[src/rtl/latch_strobe_gen.sv]
// Drives a latched parallel bus with a timed setup/strobe/hold sequence per request.
// Define LATCH_QUEUE_EN to add a one-entry request queue for back-to-back transfers.
module latch_strobe_gen #(
   parameter int unsigned DATA_WIDTH    = 8,
   parameter int unsigned SETUP_CYCLES  = 2,
   parameter int unsigned STROBE_CYCLES = 4,
   parameter int unsigned HOLD_CYCLES   = 2
) (
   input  logic                  sys_clock,
   input  logic                  reset_n,
   input  logic                  req,
   input  logic [DATA_WIDTH-1:0] req_data,
   output logic                  ready,
   output logic [DATA_WIDTH-1:0] latch_data,
   output logic                  bus_drive,
   output logic                  latch_strobe,
   output logic                  done
);

   localparam int unsigned CNT_W = 8;
   localparam logic [CNT_W-1:0] SETUP_LOAD  = CNT_W'(SETUP_CYCLES - 1);
   localparam logic [CNT_W-1:0] STROBE_LOAD = CNT_W'(STROBE_CYCLES - 1);
   localparam logic [CNT_W-1:0] HOLD_LOAD   = CNT_W'(HOLD_CYCLES - 1);

   // Reject phase lengths the 8-bit phase counter cannot represent.
   if (SETUP_CYCLES < 1 || SETUP_CYCLES > 255) begin : g_bad_setup
      $error("latch_strobe_gen: SETUP_CYCLES must be 1..255");
   end
   if (STROBE_CYCLES < 1 || STROBE_CYCLES > 255) begin : g_bad_strobe
      $error("latch_strobe_gen: STROBE_CYCLES must be 1..255");
   end
   if (HOLD_CYCLES < 1 || HOLD_CYCLES > 255) begin : g_bad_hold
      $error("latch_strobe_gen: HOLD_CYCLES must be 1..255");
   end

   typedef enum logic [1:0] {
      IDLE   = 2'd0,
      SETUP  = 2'd1,
      STROBE = 2'd2,
      HOLD   = 2'd3
   } state_t;

   state_t                state, state_d;
   logic [CNT_W-1:0]      cnt, cnt_d;
   logic                  ready_d, bus_drive_d, latch_strobe_d, done_d;
   logic [DATA_WIDTH-1:0] latch_data_d;
   logic                  accept, phase_end;

`ifdef LATCH_QUEUE_EN
   logic                  q_full, q_full_d;
   logic [DATA_WIDTH-1:0] q_data, q_data_d;
`endif

   assign accept    = req & ready;
   assign phase_end = (cnt == CNT_W'(0));

   // Next-state and next-output logic; every output is registered below.
   always_comb begin
      state_d        = state;
      cnt_d          = cnt;
      bus_drive_d    = bus_drive;
      latch_strobe_d = latch_strobe;
      done_d         = 1'b0;
      latch_data_d   = latch_data;
`ifdef LATCH_QUEUE_EN
      q_full_d       = q_full;
      q_data_d       = q_data;
`endif
      case (state)
         IDLE: begin
            if (accept) begin
               state_d      = SETUP;
               cnt_d        = SETUP_LOAD;
               bus_drive_d  = 1'b1;
               latch_data_d = req_data;
            end
         end
         SETUP: begin
            if (phase_end) begin
               state_d        = STROBE;
               cnt_d          = STROBE_LOAD;
               latch_strobe_d = 1'b1;
            end else begin
               cnt_d = cnt - CNT_W'(1);
            end
         end
         STROBE: begin
            if (phase_end) begin
               state_d        = HOLD;
               cnt_d          = HOLD_LOAD;
               latch_strobe_d = 1'b0;
            end else begin
               cnt_d = cnt - CNT_W'(1);
            end
         end
         HOLD: begin
            if (phase_end) begin
               done_d      = 1'b1;
               state_d     = IDLE;
               bus_drive_d = 1'b0;
`ifdef LATCH_QUEUE_EN
               // Chain the next transfer at this edge without releasing the bus.
               if (q_full) begin
                  state_d      = SETUP;
                  cnt_d        = SETUP_LOAD;
                  bus_drive_d  = 1'b1;
                  latch_data_d = q_data;
                  q_full_d     = accept;
                  if (accept) begin
                     q_data_d = req_data;
                  end
               end else if (accept) begin
                  state_d      = SETUP;
                  cnt_d        = SETUP_LOAD;
                  bus_drive_d  = 1'b1;
                  latch_data_d = req_data;
               end
`endif
            end else begin
               cnt_d = cnt - CNT_W'(1);
            end
         end
         default: begin
            state_d = IDLE;
         end
      endcase
`ifdef LATCH_QUEUE_EN
      if (accept && state != IDLE && !(state == HOLD && phase_end)) begin
         q_full_d = 1'b1;
         q_data_d = req_data;
      end
      ready_d = ~q_full_d;
`else
      ready_d = (state_d == IDLE);
`endif
   end

   always_ff @(posedge sys_clock or negedge reset_n) begin
      if (!reset_n) begin
         state        <= IDLE;
         cnt          <= '0;
         ready        <= 1'b0;
         bus_drive    <= 1'b0;
         latch_strobe <= 1'b0;
         done         <= 1'b0;
         latch_data   <= '0;
      end else begin
         state        <= state_d;
         cnt          <= cnt_d;
         ready        <= ready_d;
         bus_drive    <= bus_drive_d;
         latch_strobe <= latch_strobe_d;
         done         <= done_d;
         latch_data   <= latch_data_d;
      end
   end

`ifdef LATCH_QUEUE_EN
   always_ff @(posedge sys_clock or negedge reset_n) begin
      if (!reset_n) begin
         q_full <= 1'b0;
         q_data <= '0;
      end else begin
         q_full <= q_full_d;
         q_data <= q_data_d;
      end
   end
`endif

endmodule

[config.mk]
export PLATFORM = sky130hd
export DESIGN_NAME = latch_strobe_gen
export DESIGN_NICKNAME = d
export VERILOG_FILES = /design/src/rtl/latch_strobe_gen.sv
export SDC_FILE = /design/constraint.sdc
export NUM_CORES = 1
export LEC_CHECK = 0
export CAP_MARGIN = 30
export CORE_MARGIN = 2
export CORE_UTILIZATION = 56
export CTS_BUF_LIST = sky130_fd_sc_hd__clkbuf_8
export CTS_CLUSTER_DIAMETER = 50
export CTS_CLUSTER_SIZE = 10
export DETAILED_ROUTE_END_ITERATION = 16
export DONT_BUFFER_PORTS = 1
export GPL_ROUTABILITY_DRIVEN = 1
export PLACE_DENSITY = 0.71
export SETUP_SLACK_MARGIN = 0.02
export SLEW_MARGIN = 20
export SYNTH_ARGS = -nofsm -noshare
export SYNTH_HDL_FRONTEND = slang
export SYNTH_SLANG_ARGS = --single-unit
export TNS_END_PERCENT = 10
[constraint.sdc]
create_clock -name sys_clock -period 2.2 [get_ports sys_clock]
set_input_delay 0.22 -clock sys_clock [delete_from_list [all_inputs] [get_ports sys_clock]]
set_output_delay 0.22 -clock sys_clock [all_outputs]
set_load 0.05 [all_outputs]
---- After elaboration in Yosys (flattened, before gate mapping) ----
Index checks and enable logic that the tools add are counted.
operators by class
  equality and inequality tests ........... 8
  bitwise operators ....................... 1
  reduce and logical (&&, ||, !) cells .... 9
  muxes and demuxes ....................... 17
  add/sub/neg operators ................... 1
operators by type and width
  cell                   count
  $mux W8                4
  $pmux W8 S4            1
  $ne A2 B2 Y1 const B   5
  $logic_not A8 Y1       1
  $mux W2                4
  $pmux W2 S4            1
  $sub A8 B1 Y8 const B  1
  $reduce_and A3 Y1      2
  $mux W1                5
  $eq A2 B2 Y1 const B   2
  $logic_not A2 Y1       2
  $pmux W1 S2            2
  $reduce_and A2 Y1      2
  $reduce_bool A2 Y1     2
  $eq A2 B1 Y1 const B   1
  $and A1 B1 Y1          1
storage, ports and cells
  input bits .............................. 11
  output and inout port bits .............. 12
  logic and storage cells ................. 43
  flip-flop bits (word level) ............. 22

---- Logic depth before layout (Yosys ltp) ----
Gate-level depths: netlist (run 1).
  word-level depth ........................ 4
  mapped depth ............................ 7
  gate-level depth less buffers ........... 6

---- Worst setup path before layout (run 1) ----
Ideal clock, no wire load.
  kind .................................... register to register
  start point ............................. register cnt[0]
  end point ............................... register cnt[7]
  setup slack ............................. 0.397 ns
  buffers on the path ..................... 0
  data arrival time ....................... 1.679 ns
  cell stages (with the launch flop) ...... 7
  setup time .............................. 0.124 ns
  data required time ...................... 2.076 ns
  period minus slack after synthesis ...... 1.803 ns
  cell sequence ........................... dfrtp_1 -> inv_1 -> ha_1 -> nor4b_2 -> nand2_1 -> and4b_2 -> a211o_1
between the ends
  longest elaborated chain between the ends .. 3
  elaborated cells between the ends (all ways) .. 8
  those cells by class .................... add/sub (1); eq/ne (1); mux (4); reduce/logical (2)
ends and longest elaborated chain
  item                                                      line  source
  start: declaration                                        44    logic [CNT_W-1:0] cnt, cnt_d;
  start signal: assignment                                  149   cnt <= cnt_d;
  $sub A8 B1 Y8 / $logic_not A8 Y1 (equally long branches)  n/a
  $mux W8, or another cell as far along                     97    if (phase_end) begin
  $pmux W8 S4 / $reduce_and A2 Y1 (equally long branches)   n/a
Parallel ways exist; a longest one is shown, timed or not. The select of a mux whose other input is x is not followed.
A chain may end at the register's enable or synchronous reset.

---- Worst setup path in the final report (run 1) ----
  start point ............................. register cnt[2]
  end point ............................... register cnt[7]
The elaborated chain is that of the path after synthesis.

==> reports/metrics.yaml, run 1 <==
route:
  wl_um: 2110
  routed_via_density: 6.18
  drc_errors: 0
  drtIter0Drc: 33
  routedWlPerCell_um: 16.5
  first_pass_iters: 4
  vias: 791
  ant_nets: 0
cells_and_area:
  area_growth_pct: 9.84
  n_antenna_cell: 0
  drive_above_1_share_pct: 24.3
  layout_common_cells: "dfrtp_1 (22), a21oi_1 (9), mux2_2 (9)"
  final_nets: 117
  final_common_cell: "dfrtp_1"
timing:
  rsz0062_at_grt: "false"
  relSlewSlack_pct: 67.1
  setup_slack_ps: 290
  hold_viol: 0
  finalSetupViolations: 0
  worst_pin_slew_ps: 493
  fmax_mhz: 524
  drv_slew: 0
  period_share_pct: 86.8
  fin_setup_tns_ps: 0
  fin_worst_skew_ps: 0.702
  finalCriticalPeriod_ps: 1910
global_routing:
  grt_pass1_vias: 712
  antenna_found_initial: 0
  track_usage_pct: 21.7
  grt_pass1_wl_um: 3300
  grt_overflow: 0
  grt_max_degree: 23
critical_path:
  cp.arrival_ps: 2060
  worstPathRequired_ps: 2350
  start_kind: "flop"
  r2r_cells: 4
  crit_path_end_kind: "flop"
  cp_max_fo: 7
  reg2reg_to: "cnt[7]"
  r2r_start: "cnt[2]"
  reg2reg_slack_ps: 290
  criticalPathCategory: "reg -> reg"
synth:
  yosysWarnings: 0
  ys_types: 34
  async_flop_share_pct: 100
  synth-seq-cells: 22
  synth-seq-area-share_pct: 51.5
  synth_ff_type: "dfrtp_1"
  synth_edf_count: 0
  synth.avg_cell_area_um2: 10.9
  syn_inst: 98
  synth_area_um2: 1070
  syn_nets: 111
die:
  core_um2: 1760
  row_count: 15
  pin_count: 23
  die_h_um: 47.7
  die_area_um2: 2270
  start_util_pct: 60.6
  fp.dieW_um: 47.7
placement:
  port_buffers: 0
  dpl.hpwl_um: 1520
  gp_congestion: 0.922
  place_ws_ps: 297
clock_network:
  cts_buffers: 3
  clkSlewWorstSetupHoldPaths_ps: 70
  worstSkewPairLatency_ps: 260
  htree_levels: 1
  numClockSinks: 22
  cts_root_buffer: "clkbuf_8"
  cts_resized: 0
  cts_tree: "yes"
  clock_path_buffers: 2
power_and_ir_drop:
  leakage_nw: 0.523
  total_power_mw: 1.95
  power_density_nw_per_um2: 1660
  ir_drop_uv: 924
hold_path:
  hold_depth: 1
  min-delay-start: "req_data[1]"
  hold_path_class: "in -> reg"
  hold_end: "latch_data[1]"
flow_run:
  max_cap_violations: 0
outcome:
  status: "completed"
-- worst max-delay path by stage --
stage          cells after the start   start  endpoint  slack (ps)
2_1_floorplan                      6  cnt[0]    cnt[7]         400
3_3_place_gp                       4  cnt[2]    cnt[7]         370
3_5_place_dp                       4  cnt[2]    cnt[7]         300
4_1_cts                            4  cnt[2]    cnt[7]         280
5_1_grt                            7  cnt[0]    cnt[0]         190
6_report                           4  cnt[2]    cnt[7]         290
-- sequential cells by signal (all words and copies together), names as in the netlist --
signal / cells
cnt: 8
latch_data: 8
ready: 1
state: 2
done: 1
latch_strobe: 1
bus_drive: 1
-- metal layers --
| layer | GRT usage (%) | wire length [um] |
|---|---|---|
| met1 | 28.2 | 865 |
| met2 | 33.9 | 1030 |
| met3 | 3.77 | 158 |
| met4 | 13.0 | 60 |
| met5 | 0 | 0 |
-- what timing repair did --
action                    4_1_cts  5_1_grt
buffers inserted                0        0
hold buffers                    1        1
hold endpoints to repair       22       22
-- worst max-delay path, stage by stage, from the launching register on --
cell and delay (ps):
dfrtp_1 440, or3_1 410, or4_1 480, and3_1 200, a211o_1 270
-- cell families after synthesis --
logic type | after synthesis | synth area share [%]
and+or+nand+nor | 34 | 19.4
AOI/OAI and AO/OA | 23 | 13.6
DFF | 22 | 51.5
muxes | 9 | 9.49
buffers and inverters | 7 | 2.81
adders and majority gates | 2 | 2.34
xor gates and xnor gates | 1 | 0.820
-- stage by stage --
stage / std cells / instance area, um^2 / util [%] / hold WS, ps
finish: 128 / 1170 / 66.5 / 105
global placement: 122 / 1100 / 62.6 / -75.2
CTS: 127 / 1170 / 66.2 / 100
global route: 128 / 1170 / 66.5 / 93.2
floorplan: 98 / 1070 / - / -75.6
detailed placement: 122 / 1100 / 62.6 / -75.1
-- cell type report --
type                       instances  area, um^2
sequential                        22         551
timing repair buffer               5        37.5
clock buffer                       4        55.1
inverter                           3        11.3
multi-input combinational         69         488
tap                               25        31.3
fill                             149         591
-- report_power, final --
part	switching, mW	internal, mW	total, mW
clock network	0.125	0.160	0.285
logic	0.347	0.314	0.661
registers	0.436	0.572	1.01
-- cell usage after synthesis, types with 2 or more instances --
cell type | number | area [um^2]
nor2_1 | 4 | 15.0
buf_2 | 2 | 10.0
a211o_1 | 2 | 17.5
o41ai_1 | 2 | 17.5
nand3_1 | 2 | 10.0
nor3_1 | 2 | 10.0
dfrtp_1 | 22 | 551
or4_1 | 2 | 15.0
ha_1 | 2 | 25.0
mux2_2 | 9 | 101
or2_2 | 3 | 18.8
or3_1 | 2 | 12.5
inv_1 | 3 | 11.3
and3_1 | 3 | 18.8
o21ai_0 | 6 | 30.0
nand2_1 | 6 | 22.5
a21oi_1 | 9 | 45.0
Note: power is estimated with default switching activity, not from simulation.
==> inputs of run 2 (changes only) <==
CELL_PAD_IN_SITES_DETAIL_PLACEMENT = 1   (was unset)
CELL_PAD_IN_SITES_GLOBAL_PLACEMENT = 1   (was unset)
CORE_UTILIZATION = 50   (was 56)
PLACE_DENSITY = unset   (was 0.71)
PLACE_DENSITY_LB_ADDON = 0.1   (was unset)
==> run 2 against run 1 <==
Against the previous run:
- first-iteration DRC count is 42% lower
- sequential power hardly changed
- clock skew is 2.9 ps higher
- non-clock buffer count stayed put
- total power is 0.29% higher
- sequential share of layout area is 0.10 points lower
- worst setup slack worse by 130 ps
- combinational power hardly changed
- register-to-register slack worse by 130 ps
- critical path type unchanged
- largest cell class unchanged
==> reports/metrics.yaml, run 2 (synthesized netlist as in run 1, its figures left out) <==
outcome:
  status: "completed"
clock_network:
  post_cts_buffers: 0  # unchanged
  cts_root_buffer: "clkbuf_8"
  clock_path_buffers: 2  # unchanged
  clkSlewWorstSetupHoldPaths_ps: 80  # about the same
  worstSkewPairLatency_ps: 260  # about the same
  cts_buffers: 3  # unchanged
  htree_levels: 1  # unchanged
  cts_tree: "yes"
  numClockSinks: 22  # unchanged
  cts_resized: 0  # unchanged
  cts_hold_buf: 1  # unchanged
hold_path:
  min-delay-start: "req_data[3]"
  hold_path_class: "in -> reg"
  hold_end: "latch_data[3]"
  hold_depth: 1  # unchanged
critical_path:
  path_common_cell: "a21oi_1"
  slowest_stage: "o21ai_0"
  cp.arrival_ps: 2160  # +100 ps
  worstPathRequired_ps: 2320  # -30 ps
  reg2reg_slack_ps: 160  # -130 ps
  criticalPathCategory: "reg -> reg"
  max_stage_delay_ps: 420  # -60 ps
  worstPathCellList: "inv_1 -> ha_1 -> nor4b_2 -> buf_4 -> a21oi_1 -> o21ai_0 -> a21oi_1"
  start_kind: "flop"
  path_delay_family: "compound AO/OA/AOI/OAI gates"
  reg2reg_to: "cnt[5]"
  cp_max_fo: 7  # unchanged
  crit_path_end_kind: "flop"
  r2r_start: "cnt[0]"
  r2r_cells: 7  # +3
  worst-path-buf-inv: 2  # +2
route:
  routed_via_density: 6.19  # +0.20%
  drc_errors: 0  # unchanged
  drtIter0Drc: 19  # -42%
  wl_um: 2370  # +12%
  first_pass_iters: 4  # unchanged
  routedWlPerCell_um: 18.2  # +11%
  ant_nets: 0  # unchanged
  vias: 805  # +1.8%
global_routing:
  grt_pass1_vias: 819  # +15%
  track_usage_pct: 21.5  # -0.19 points
  antenna_found_initial: 0  # unchanged
  grt_pass1_wl_um: 4020  # +22%
  grt_overflow: 0  # unchanged
  grt_max_degree: 23  # unchanged
die:
  start_util_pct: 53.9  # -6.7 points
  pin_count: 23  # unchanged
  die_h_um: 50.2  # +5.3%
  row_count: 16  # +1
  core_um2: 1980  # +12%
  die_area_um2: 2520  # +11%
  fp.dieW_um: 50.2  # +5.3%
timing:
  fin_worst_skew_ps: 3.59  # +2.89 ps
  finalCriticalPeriod_ps: 2040  # +127 ps
  relSlewSlack_pct: 66.8  # -0.33 points
  finalSetupViolations: 0  # unchanged
  period_share_pct: 92.6  # +5.8 points
  hold_viol: 0  # unchanged
  fmax_mhz: 491  # -6.2%
  worst_pin_slew_ps: 493  # -0.217 ps
  drv_slew: 0  # unchanged
  rsz0062_at_grt: "false"
  fin_setup_tns_ps: 0  # unchanged
placement:
  dpl.hpwl_um: 1730  # +13%
  gp_congestion: 0.822  # -11%
  port_buffers: 0  # unchanged
power_and_ir_drop:
  switching_share_pct: 46.7  # +0.21 points
  leakage_nw: 0.523  # unchanged
  power.internal_mw: 1.04  # -0.11%
  seq_power_share_pct: 51.8  # +0.2 points
  power_switching_uw: 915  # +0.74%
  power_density_nw_per_um2: 1670  # about the same
  ir_drop_uv: 1010  # +8.9%
  p_comb_share_pct: 33.7  # about the same
  power_frac_clock_pct: 14.5  # about the same
cells_and_area:
  seq_area_um2: 551  # unchanged
  final_nets: 117  # unchanged
  drive_above_1_share_pct: 24.3  # unchanged
  n_fill_cell: 217  # +46%
  utilization_pct: 59.3  # -7.2 points
  final_common_cell: "dfrtp_1"
  n_antenna_cell: 0  # unchanged
  area_growth_pct: 10.1
  reg.largest.list: "cnt: 8 flops, latch_data: 8 flops, state: 2 flops"
  layout_common_cells: "dfrtp_1 (22), a21oi_1 (9), mux2_2 (9)"
  multi_input_area_um2: 488  # unchanged
flow_run:
  max_cap_violations: 0  # unchanged
[run 2: cell counts in the layout (fill, tap and decap cells not counted)]
Identical to the previous run, type by type.
[run 2: per-layer routing]
layer	global-route usage, %	wire (um)	vias up
met5	0	0	-
met4	8.33	38	0
met3	3.57	67	5
met2	36.0	1200	16
met1	27.8	1060	412
li1	-	-	372
[run 2: power groups by stage]
stage               clock network [mW]  registers [mW]  logic [mW]
floorplan                            0           0.976       0.509
global placement                     0            1.01       0.624
detailed placement                   0            1.02       0.645
CTS                              0.296            1.01       0.664
global route                     0.307            1.04       0.744
finish                           0.285            1.01       0.660
[run 2: stage by stage]
stage	std cells	hold slack, ps	power, mW	setup WS (ps)	instance area, um^2
6_report	130	106	1.96	164	1180
5_1_grt	130	101	2.09	65.3	1180
4_1_cts	129	100	1.97	179	1170
3_5_place_dp	124	-75.1	1.67	190	1110
3_3_place_gp	124	-75.1	1.63	253	1110
2_1_floorplan	98	-75.6	1.49	397	1070
[run 2: area by class of cell]
type                       instances  area share [%]
clock buffer                       4            4.68
sequential                        22            46.8
tap                               27            2.87
timing repair buffer               5            3.19
multi-input combinational         69            41.5
inverter                           3           0.957
[run 2: how the worst max path moves through the flow]
stage,start,cells after the start,to
floorplan,cnt[0],6,cnt[7]
global placement,cnt[0],7,cnt[7]
detailed placement,cnt[0],7,cnt[5]
CTS,cnt[0],7,cnt[5]
global route,cnt[0],7,cnt[5]
finish,cnt[0],7,cnt[5]
==> inputs of run 3 (changes only) <==
ABC_AREA = 1   (was unset)
CORE_UTILIZATION = 47   (was 50)
==> run 3 against run 2 <==
Against the previous run:
- worst hold slack got worse by 41 ps
- clock-buffer cell count decreased by 1
- die area increased by 14%
- global-route usage increased by 0.12 points
- wire length increased by 9.5%
- sequential power decreased by 60%
- final cell count increased by 35%
- fmax increased by 23%
- critical path type unchanged
- area after synthesis increased by 8.2%
- sequential share of layout area decreased by 3.6 points
- worst setup slack improved by 380 ps
==> reports/metrics.yaml, run 3 <==
cells_and_area:
  area_growth_pct: 10.2  # about the same
  n_antenna_cell: 0  # unchanged
  drive_above_1_share_pct: 22.3  # -2.0 points
  final_common_cell: "nand2_1"
  final_nets: 162  # +38%
  layout_common_cells: "nand2_1 (53), dfrtp_1 (22), inv_1 (10)"
  layout.cells.non_filler: 176  # +35%
  reg.largest.list: "cnt: 8 flops, latch_data: 8 flops, state: 2 flops"
synth:
  ys_types: 23  # -32%
  muxShareOfSynthArea_pct: 0  # -9.5 points
  synth-simple-area-share_pct: 36.0  # +17 points
  synth_compound_area_share_pct: 6.82  # -6.8 points
  synth_top_family_by_area: "simple AND/OR/NAND/NOR gates"
  synth_ff_type: "dfrtp_1"
  syn_inst: 142  # +45%
  synth_top_area_cell: "dfrtp_1"
  yosysWarnings: 0  # unchanged
  synth.most_common_cell: "nand2_1"
  synth_edf_count: 0  # unchanged
  async_flop_share_pct: 100  # unchanged
  syn_nets: 155  # +40%
  synth_common_cells: "nand2_1 (53), dfrtp_1 (22), inv_1 (10)"
  synth.avg_cell_area_um2: 8.14  # -25%
  synthTopCellsByArea: "dfrtp_1 (48%), nand2_1 (17%), inv_1 (3.2%), nor2_2 (3.2%), nor2_1 (2.9%)"
  synth-seq-cells: 22  # unchanged
  synth_xor_area_share_pct: 0  # -0.82 points
  synth_fa_ha_area_share_pct: 2.16  # -0.18 points
  synth_area_um2: 1160  # +8.2%
  synth-seq-area-share_pct: 47.6  # -3.9 points
  synth_top_area_share_pct: 47.6  # -3.9 points
placement:
  place_ws_ps: 646  # +457 ps
  gp_congestion: 0.801  # -2.5%
  dpl.hpwl_um: 1880  # +8.7%
  port_buffers: 0  # unchanged
  dp_cells: 170  # +37%
die:
  fp.dieW_um: 53.6  # +6.7%
  row_count: 17  # +1
  die_h_um: 53.6  # +6.7%
  core_um2: 2280  # +15%
  die_area_um2: 2870  # +14%
  start_util_pct: 50.8  # -3.1 points
  pin_count: 23  # unchanged
clock_network:
  cts_hold_buf: 1  # unchanged
  post_cts_buffers: 0  # unchanged
  clock_path_buffers: 2  # unchanged
  cts_resized: 0  # unchanged
  cts_root_buffer: "clkbuf_8"
  cts_tree: "yes"
  htree_levels: 1  # unchanged
  clkSlewWorstSetupHoldPaths_ps: 80  # about the same
  worstSkewPairLatency_ps: 270  # about the same
  cts_buffers: 3  # unchanged
  numClockSinks: 22  # unchanged
timing:
  rsz0062_at_grt: "false"
  hold_viol: 0  # unchanged
  finalSetupViolations: 0  # unchanged
  fmax_mhz: 604  # +23%
  drv_slew: 0  # unchanged
  relSlewSlack_pct: 67.0  # +0.22 points
  period_share_pct: 75.3  # -17 points
  setup_slack_ps: 543  # +379 ps
  worst_pin_slew_ps: 495  # +1.94 ps
  fin_setup_tns_ps: 0  # unchanged
  fin_worst_skew_ps: 5.55  # +1.96 ps
  finalCriticalPeriod_ps: 1660  # -379 ps
critical_path:
  crit_path_end_kind: "flop"
  cp_max_fo: 11  # +4
  r2r_cells: 9  # +2
  criticalPathCategory: "reg -> reg"
  worstPathRequired_ps: 2340  # +20 ps
  cp.arrival_ps: 1800  # -360 ps
  start_kind: "flop"
power_and_ir_drop:
  power_density_nw_per_um2: 625  # -63%
  leakage_nw: 0.678  # +30%
  ir_drop_uv: 400  # -60%
route:
  vias: 915  # +14%
  drtIter0Drc: 4  # -15
  first_pass_iters: 3  # -1
  wl_um: 2600  # +9.5%
  routed_via_density: 5.20  # -16%
  routedWlPerCell_um: 14.8  # -19%
  ant_nets: 0  # unchanged
  drc_errors: 0  # unchanged
global_routing:
  track_usage_pct: 21.7  # +0.12 points
  grt_max_degree: 23  # unchanged
  grt_overflow: 0  # unchanged
  antenna_found_initial: 0  # unchanged
  grt_pass1_wl_um: 4410  # +9.6%
  grt_pass1_vias: 972  # +19%
outcome:
  status: "completed"
hold_path:
  hold_depth: 2  # +1
  hold_path_class: "in -> reg"
flow_run:
  max_cap_violations: 0  # unchanged
run 3: power by group:
group	leakage [nW]	switching, mW	internal (mW)	total [mW]
logic	0.370	0.00786	0.00180	0.00966
registers	0.272	0	0.404	0.404
clock network	0.0357	0.139	0.243	0.382
run 3: final timing paths:
kind / startpoint / to / slack, ps
min reg2reg: cnt[4] / cnt[4] / 570
max in group asynchronous: reset_n / cnt[1] / 1410
min in group asynchronous: reset_n / cnt[3] / 450
max: cnt[1] / cnt[0] / 540
min: req_data[0] / latch_data[0] / 70
max reg2reg: cnt[1] / cnt[0] / 540
run 3: kinds of logic after synthesis:
logic type | after synthesis
buffers and inverters | 20
AO/OA/AOI/OAI | 11
adder cells (fa/ha/maj) | 2
flip-flops | 22
AND/OR/NAND/NOR | 87
run 3: critical path, cell delays in order, from the launching register on:
cell and delay (ps):
dfrtp_1 380, inv_1 150, ha_1 190, nand2_1 60, nor2_1 120, nand3_2 250, nand2_2 160, inv_2 70
nand2_1 70, o21ai_1 80
run 3: area by class of cell:
type                    instances  area [um^2]
repair buffers                  3         22.5
well taps                      28         35.0
clock buffers                   3         41.3
flip-flops and latches         22          551
multi-input cells             100          520
inverters                      19         73.8
fillers                       276         1000
clock inverters                 1         30.0
run 3: stage by stage:
stage	hold slack, ps	instance area [um^2]	power [mW]	utilization [%]
3_5_place_dp	-75.1	1190	0.412	52.2
3_3_place_gp	-75.0	1190	0.412	52.2
6_report	65.3	1270	0.796	56.0
2_1_floorplan	-75.6	1160	0.412	-
4_1_cts	67.4	1270	0.797	55.7
5_1_grt	61.0	1270	0.817	56.0
run 3: routing by layer:
metal	wire length, um	share of wire (%)	GRT usage, %	up-vias
met5	0	0	0	-
li1	-	-	-	452
met1	1150	44	27.7	441
met4	36	1.4	7.69	0
met2	1330	51	37.2	17
met3	79	3.0	3.06	5
